$ cat config.mk
export PLATFORM = sky130hd
export DESIGN_NAME = weather_code_transmitter
export DESIGN_NICKNAME = d
export VERILOG_FILES = /design/src/rtl/weather_code_transmitter.sv
export SDC_FILE = /design/constraint.sdc
export NUM_CORES = 1
export LEC_CHECK = 0
export CAP_MARGIN = 5
export CORE_MARGIN = 2
export CORE_UTILIZATION = 30
export CTS_CLUSTER_DIAMETER = 200
export DETAILED_ROUTE_END_ITERATION = 8
export GPL_TIMING_DRIVEN = 0
export PLACE_DENSITY = 0.55
export SYNTH_ARGS = -nofsm -noshare
export SYNTH_HDL_FRONTEND = slang
export SYNTH_SLANG_ARGS = --single-unit
$ cat constraint.sdc
create_clock -name clk -period 2.3 [get_ports clk]
set_input_delay 0.575 -clock clk [delete_from_list [all_inputs] [get_ports clk]]
set_output_delay 0.575 -clock clk [all_outputs]
set_load 0.02 [all_outputs]
$ cat src/rtl/weather_code_transmitter.sv
// Sensor-side transmitter: mirrors the station receiver's registers and emits
// the 3-bit code stream (111/010/101, 000 idle) that walks them to the targets.
module weather_code_transmitter #(
  parameter int HOUR_START = 12,
  parameter int HOUR_END   = 16,
  parameter int GAP        = 1
) (
  input  logic       clk,
  input  logic       rst,
  input  logic [4:0] current_hour,
  input  logic       target_valid,
  output logic       target_ready,
  input  logic [5:0] target_temp,
  input  logic [5:0] target_hum,
  input  logic [4:0] target_wind,
  output logic [2:0] signal,
  output logic       busy,
  output logic       done,
  output logic [5:0] mirror_temp,
  output logic [5:0] mirror_hum,
  output logic [4:0] mirror_wind
);

  typedef enum logic [1:0] {S_IDLE, S_PICK, S_SEND, S_GAP} state_t;

  localparam logic [1:0] CH_TEMP = 2'd0;
  localparam logic [1:0] CH_HUM  = 2'd1;
  localparam logic [1:0] CH_WIND = 2'd2;
  localparam logic [3:0] GAP_LAST = (GAP > 0) ? 4'(GAP - 1) : 4'd0;

  state_t     state_q, state_d;
  logic       eval_q, eval_d;
  logic [2:0] pend_q, pend_d;
  logic [1:0] ptr_q, ptr_d;
  logic [1:0] sel_q, sel_d;
  logic [3:0] gap_cnt_q, gap_cnt_d;
  logic [5:0] tgt_temp_q, tgt_temp_d;
  logic [5:0] tgt_hum_q, tgt_hum_d;
  logic [4:0] tgt_wind_q, tgt_wind_d;
  logic [5:0] mir_temp_q, mir_temp_d;
  logic [5:0] mir_hum_q, mir_hum_d;
  logic [4:0] mir_wind_q, mir_wind_d;
  logic [2:0] signal_q, signal_d;
  logic       busy_q, busy_d;
  logic       done_q, done_d;

  logic [4:0] wind_res;
  logic [2:0] pend_now;
  logic       window_open;
  logic [1:0] cand0, cand1, cand2, chosen;

  function automatic logic [1:0] next_ch(input logic [1:0] ch);
    return (ch == CH_WIND) ? CH_TEMP : ch + 2'd1;
  endfunction

  function automatic logic [2:0] ch_code(input logic [1:0] ch);
    case (ch)
      CH_TEMP: ch_code = 3'b111;
      CH_HUM:  ch_code = 3'b010;
      CH_WIND: ch_code = 3'b101;
      default: ch_code = 3'b000;
    endcase
  endfunction

  // Wind moves only in steps of 8, so a residue below 8 is as close as it gets.
  assign wind_res    = tgt_wind_q - mir_wind_q;
  assign pend_now    = {wind_res >= 5'd8, mir_hum_q != tgt_hum_q, mir_temp_q != tgt_temp_q};
  assign window_open = (current_hour >= 5'(HOUR_START)) && (current_hour <= 5'(HOUR_END));

  assign cand0  = ptr_q;
  assign cand1  = next_ch(cand0);
  assign cand2  = next_ch(cand1);
  assign chosen = pend_q[cand0] ? cand0 : (pend_q[cand1] ? cand1 : cand2);

  always_comb begin
    state_d    = state_q;
    eval_d     = eval_q;
    pend_d     = pend_q;
    ptr_d      = ptr_q;
    sel_d      = sel_q;
    gap_cnt_d  = gap_cnt_q;
    tgt_temp_d = tgt_temp_q;
    tgt_hum_d  = tgt_hum_q;
    tgt_wind_d = tgt_wind_q;
    mir_temp_d = mir_temp_q;
    mir_hum_d  = mir_hum_q;
    mir_wind_d = mir_wind_q;
    signal_d   = 3'b000;
    busy_d     = busy_q;
    done_d     = 1'b0;
    case (state_q)
      S_IDLE: begin
        if (target_valid && target_ready) begin
          tgt_temp_d = target_temp;
          tgt_hum_d  = target_hum;
          tgt_wind_d = target_wind;
          busy_d     = 1'b1;
          eval_d     = 1'b0;
          state_d    = S_PICK;
        end
      end
      // First PICK cycle registers the pending set, later cycles act on it.
      S_PICK: begin
        if (!eval_q) begin
          pend_d = pend_now;
          eval_d = 1'b1;
        end else if (pend_q == 3'b000) begin
          done_d  = 1'b1;
          busy_d  = 1'b0;
          state_d = S_IDLE;
        end else if (window_open) begin
          sel_d    = chosen;
          signal_d = ch_code(chosen);
          state_d  = S_SEND;
        end
      end
      S_SEND: begin
        case (sel_q)
          CH_TEMP: mir_temp_d = mir_temp_q + 6'd3;
          CH_HUM:  mir_hum_d  = mir_hum_q + 6'd1;
          default: mir_wind_d = mir_wind_q + 5'd8;
        endcase
        ptr_d = next_ch(sel_q);
        if (GAP == 0) begin
          eval_d  = 1'b0;
          state_d = S_PICK;
        end else begin
          gap_cnt_d = GAP_LAST;
          state_d   = S_GAP;
        end
      end
      S_GAP: begin
        if (gap_cnt_q == 4'd0) begin
          eval_d  = 1'b0;
          state_d = S_PICK;
        end else begin
          gap_cnt_d = gap_cnt_q - 4'd1;
        end
      end
      default: state_d = S_IDLE;
    endcase
  end

  always_ff @(posedge clk) begin
    if (rst) begin
      state_q    <= S_IDLE;
      eval_q     <= 1'b0;
      pend_q     <= 3'b000;
      ptr_q      <= CH_TEMP;
      sel_q      <= CH_TEMP;
      gap_cnt_q  <= 4'd0;
      tgt_temp_q <= 6'd43;
      tgt_hum_q  <= 6'd52;
      tgt_wind_q <= 5'd19;
      mir_temp_q <= 6'd43;
      mir_hum_q  <= 6'd52;
      mir_wind_q <= 5'd19;
      signal_q   <= 3'b000;
      busy_q     <= 1'b0;
      done_q     <= 1'b0;
    end else begin
      state_q    <= state_d;
      eval_q     <= eval_d;
      pend_q     <= pend_d;
      ptr_q      <= ptr_d;
      sel_q      <= sel_d;
      gap_cnt_q  <= gap_cnt_d;
      tgt_temp_q <= tgt_temp_d;
      tgt_hum_q  <= tgt_hum_d;
      tgt_wind_q <= tgt_wind_d;
      mir_temp_q <= mir_temp_d;
      mir_hum_q  <= mir_hum_d;
      mir_wind_q <= mir_wind_d;
      signal_q   <= signal_d;
      busy_q     <= busy_d;
      done_q     <= done_d;
    end
  end

  assign target_ready = (state_q == S_IDLE) && !rst;
  assign signal       = signal_q;
  assign busy         = busy_q;
  assign done         = done_q;
  assign mirror_temp  = mir_temp_q;
  assign mirror_hum   = mir_hum_q;
  assign mirror_wind  = mir_wind_q;

endmodule

==> results.md <==
Global routing:
- The global-route wire length before repair is 8870 um.
- Global routing finished with a remaining overflow of 0.
- The number of global-route vias before repair is 1,885.
- The global-route total usage across every layer is 13.0%.
- The number of antenna violations at the first check in global routing is 0.
- The met1 capacity usage during global routing is 17.4%.
- Global routing consumed, on the met2 layer, 20.9% of the routing resources.
- Global routing consumed, on the met3 layer, 2.88% of the routing resources.
- Entering global routing, the biggest net connects 16 pins.
- The layer flagged by global routing as most heavily used is met2.

Pwr:
- In this run the static leakage power is 1.09 nW.
- The power per unit of standard cell area is approximately 690 nW/um2.
- The worst-case IR drop observed on VDD is 0.252 mV.
- Power comes to 2.04 mW.

STA:
- At the pin with the least slew margin, the transition time is 0.555 ns.
- The final worst-path cycle share is 89.0%.
- Setup violations remaining at the end of the flow were counted as 0.
- For this run, the top clock speed supported by timing is 0.489 GHz.
- For the finished layout, the period the worst path requires is 2.05 ns.
- Setup repair after global routing left no endpoint under its margin.
- The worst hold slack is 0.460 ns.
- Clock skew on the completed layout was measured at 0.00425 ns.
- The worst pin sits at a relative slew slack of 63.0%.
- The number of failing hold endpoints at the final stage was 0.
- The number of slew-limit violations in the final report is 0.

Route:
- Using the TritonRoute via totals, the vias-per-cell ratio works out to 4.57.
- The first detailed-routing pass took 4 iterations.
- The average wire per cell in the routed design is 12.2 um.
- The via count is 1,980.
- The detail route stage leaves a number of antenna-violating nets equal to 0.
- For this block, the routed nets add up to 5270 um of wire.
- The DRC violation count after routing is 0.
- The violation count after the first detailed-routing iteration is 68.

Die:
- Once the floorplan was initialized, standard cells occupied 30.5% of the core.
- The die is 92.2 um tall.
- The die is 92.2 um wide.
- In this run the count of I/O pins placed on the die edge is 48.
- The die covers around 8500 um2.
- The core region is 7650 um2.
- In this run the core area contains 32 standard-cell rows.

Layout:
- The finished layout holds 433 standard cells, fillers aside.
- Fill cells in the final layout number a little over 800.
- Relative to the synthesized area, the layout overhead comes to 27.7%.
- The final instance area is around 3000 um2.
- Once layout is complete, the utilization of the core stands at 39.0%.
- The repair_antennas step left the layout with diodes totalling 0.
- In the final layout, the share of cells above drive strength 1 is 7.25%.
- After the last flow step, the layout net total stands at roughly 360.

Clocking:
- The clock latency on the worst-skew pair is between 0.3 and 0.4 ns.
- Clock tree synthesis inserted a total of 5 buffers.
- Gates resized during post-CTS repair numbered 1.
- After clock tree synthesis, the clock-pin slew on the worst setup and hold paths is 0.09 ns.
- The tree built by TritonCTS fans out to 49 sinks.
- The number of H-tree levels is 2.
- The clock tree from TritonCTS is done.
- The number of buffers inserted for hold repair after clock tree synthesis is 0.
- The tree is rooted in a clkbuf_8.
- In this run the deepest clock path goes through 2 buffers.
- Buffers added to address setup during post-CTS repair amount to 0.

Synthesis:
- After synthesis, flip-flops and latches occupy 42.0% of the total area.
- In this run, distinct cell masters in the synthesized netlist total 44.
- Among all flip-flop cells after synthesis, the most frequent one is dfxtp_1.
- The synthesized design contains between 40 and 50 register bits.
- The share of synthesized flip-flops with an asynchronous set or reset is 0%.
- Averaged over all synthesized cells, the footprint is 8.37 um2.
- The synthesized design spends more area on one cell type than any other, namely dfxtp_1.
- Ranked by total cell area, the synthesized netlist is headed by dfxtp_1 (42%), nand2_1 (7.1%), o21ai_0 (6.0%), ha_1 (4.3%), xor2_1 (4.1%).
- The number of flops mapped to enable cells by yosys is 0.
- The share of the synthesized area in the top cell type is about two fifths.
- The area of the mapped netlist is between 2000 and 2500 um2.
- For this run, the number of Yosys warnings is 0.
- Synthesis produced 279 cells.

Worst setup path:
- Walking the worst path, the cells encountered are inv_1 > ha_1 > nor2b_1 > dlygate4sd2_1.
- The worst setup path is captured at a primary output.
- The largest single stage delay on the critical path is 0.37 ns.
- The worst setup path is launched from a flop.
- The path type of the worst setup path is flop to primary output.
- The standard cell with the maximum stage delay on the critical path is dfxtp_1.
- Of all nets on the critical path, the largest fanout is 3.
- The required time of the worst setup path is 1.73 ns.
- Data on the critical path arrives at its endpoint at roughly 1.5 ns.

Placement:
- Once detailed placement completed, the half-perimeter wirelength came to 3870 um.
- In this run the cell area measured after placement is between 2000 and 3000 um2.
- In this run, placement finished with an instance count of 425.
- At the end of routability-driven placement, the weighted congestion stood at 0.726.
- Input and output buffers added on the ports amount to 43.

Run:
- The number of max-capacitance violations reported is 0.

Status:
- The flow ran to the end, and the final reports show no timing, DRC or antenna violations.

Hold path:
- The worst hold path class is flop to flop.
==> worst max-delay path, delay by kind of cell (launching register included) <==
kind,cells,cell delay (ns)
flops,1,0.37
simple gates,1,0.14
fa+ha+maj,1,0.23
buf+inv,2,0.42
==> metal layers <==
metal / vias up / wire, um / part of all wire (%)
met2: 39 / 2370 / 45
met1: 903 / 2650 / 50
met5: - / 0 / 0
met3: 5 / 173 / 3.3
li1: 1033 / - / -
met4: 0 / 72 / 1.4
==> cells in the mapped netlist (3+ instances only) <==
library cell and instances:
nor2b_1 5, buf_4 5, a21oi_1 13, inv_1 9, o211ai_1 3, nand2b_1 6, clkbuf_1 9, dfxtp_1 49
nor2_1 21, mux2i_1 3, nand3_1 9, nand2_1 44, o21ai_0 28, or3_1 3, xnor2_1 10, nor3_1 8
ha_1 8, xor2_1 11
==> worst paths after layout <==
kind | from | end | slack, ns | cells after the start
setup / recovery | state_q[0]$_SDFFE_PP0P_ | target_ready | 0.25 | 4
setup reg to reg | state_q[0]$_SDFFE_PP0P_ | tgt_temp_q[2]$_SDFFE_PP0P_ | 0.38 | 7
hold reg to reg | tgt_wind_q[2]$_SDFFE_PP0P_ | tgt_wind_q[2]$_SDFFE_PP0P_ | 0.46 | 2
hold / removal | tgt_wind_q[2]$_SDFFE_PP0P_ | tgt_wind_q[2]$_SDFFE_PP0P_ | 0.46 | 2
==> sequential cells by signal, summed over array words and instances (netlist names) <==
register / flops
pend_q: 3
gap_cnt_q: 4
tgt_temp_q: 6
mirror_wind: 2
mirror_hum: 6
eval_q: 1
signal: 2
done: 1
tgt_wind_q: 5
sel_q: 2
cand0: 2
tgt_hum_q: 6
mirror_temp: 6
busy: 1
state_q: 2
==> report_power, final <==
part           switching [mW]  internal (mW)  total [mW]
Sequential             0.0801          0.950        1.03
Clock                   0.298          0.210       0.508
Combinational           0.264          0.242       0.506
==> kinds of logic after synthesis <==
family                   count (synthesis)  share of synthesized area (%)
other                                    2                          0.321
AND/OR/NAND/NOR                        113                           24.3
AO/OA/AOI/OAI                           54                           13.4
multiplexers                             5                           2.25
flip-flops                              49                           42.0
adder cells (fa/ha/maj)                  8                           4.29
buffers and inverters                   27                           5.57
XOR/XNOR                                21                           7.87
==> through the flow <==
stage | worst slack [ns] | setup TNS [ns]
final | 0.253 | 0
after global routing | 0.0906 | 0
after CTS | 0.236 | 0
after detailed placement | -0.0363 | -0.0363
after global placement | -0.0294 | -0.0294
after floorplan | 0.408 | 0
==> layout by cell type, fill, tap and decap left out, drive strengths merged, types with 2 or more instances in the layout <==
cell / synthesis / final
o21ai: 28 / 28
dfxtp: 49 / 49
a31oi: 2 / 2
xor2: 11 / 11
and3: 2 / 2
xnor2: 10 / 10
clkdlybuf4s50: 0 / 42
clkinv: 0 / 2
ha: 8 / 8
nor2: 21 / 21
and3b: 2 / 2
nand2: 44 / 44
clkbuf: 9 / 14
inv: 9 / 9
a21o: 2 / 2
a21oi: 14 / 14
nand4: 2 / 2
nor4: 2 / 2
nor3: 10 / 10
or3b: 2 / 2
nand2b: 6 / 6
mux2: 2 / 2
a221oi: 2 / 2
o211ai: 3 / 3
conb: 2 / 3
mux2i: 3 / 3
nor2b: 5 / 5
or3: 3 / 3
nand3: 9 / 9
buf: 9 / 9
==> cell type report <==
class	count	area (um2)	share of cell area, %
multi-input combinational	204	1230	41.2
sequential	49	981	32.9
timing repair buffer	43	429	14.4
tap	102	128	4.28
buffer	18	96.3	3.23
clock buffer	5	68.8	2.31
inverter	9	33.8	1.13
clock inverter	3	17.5	0.587
No activity file was read; power rests on OpenSTA's default activity.
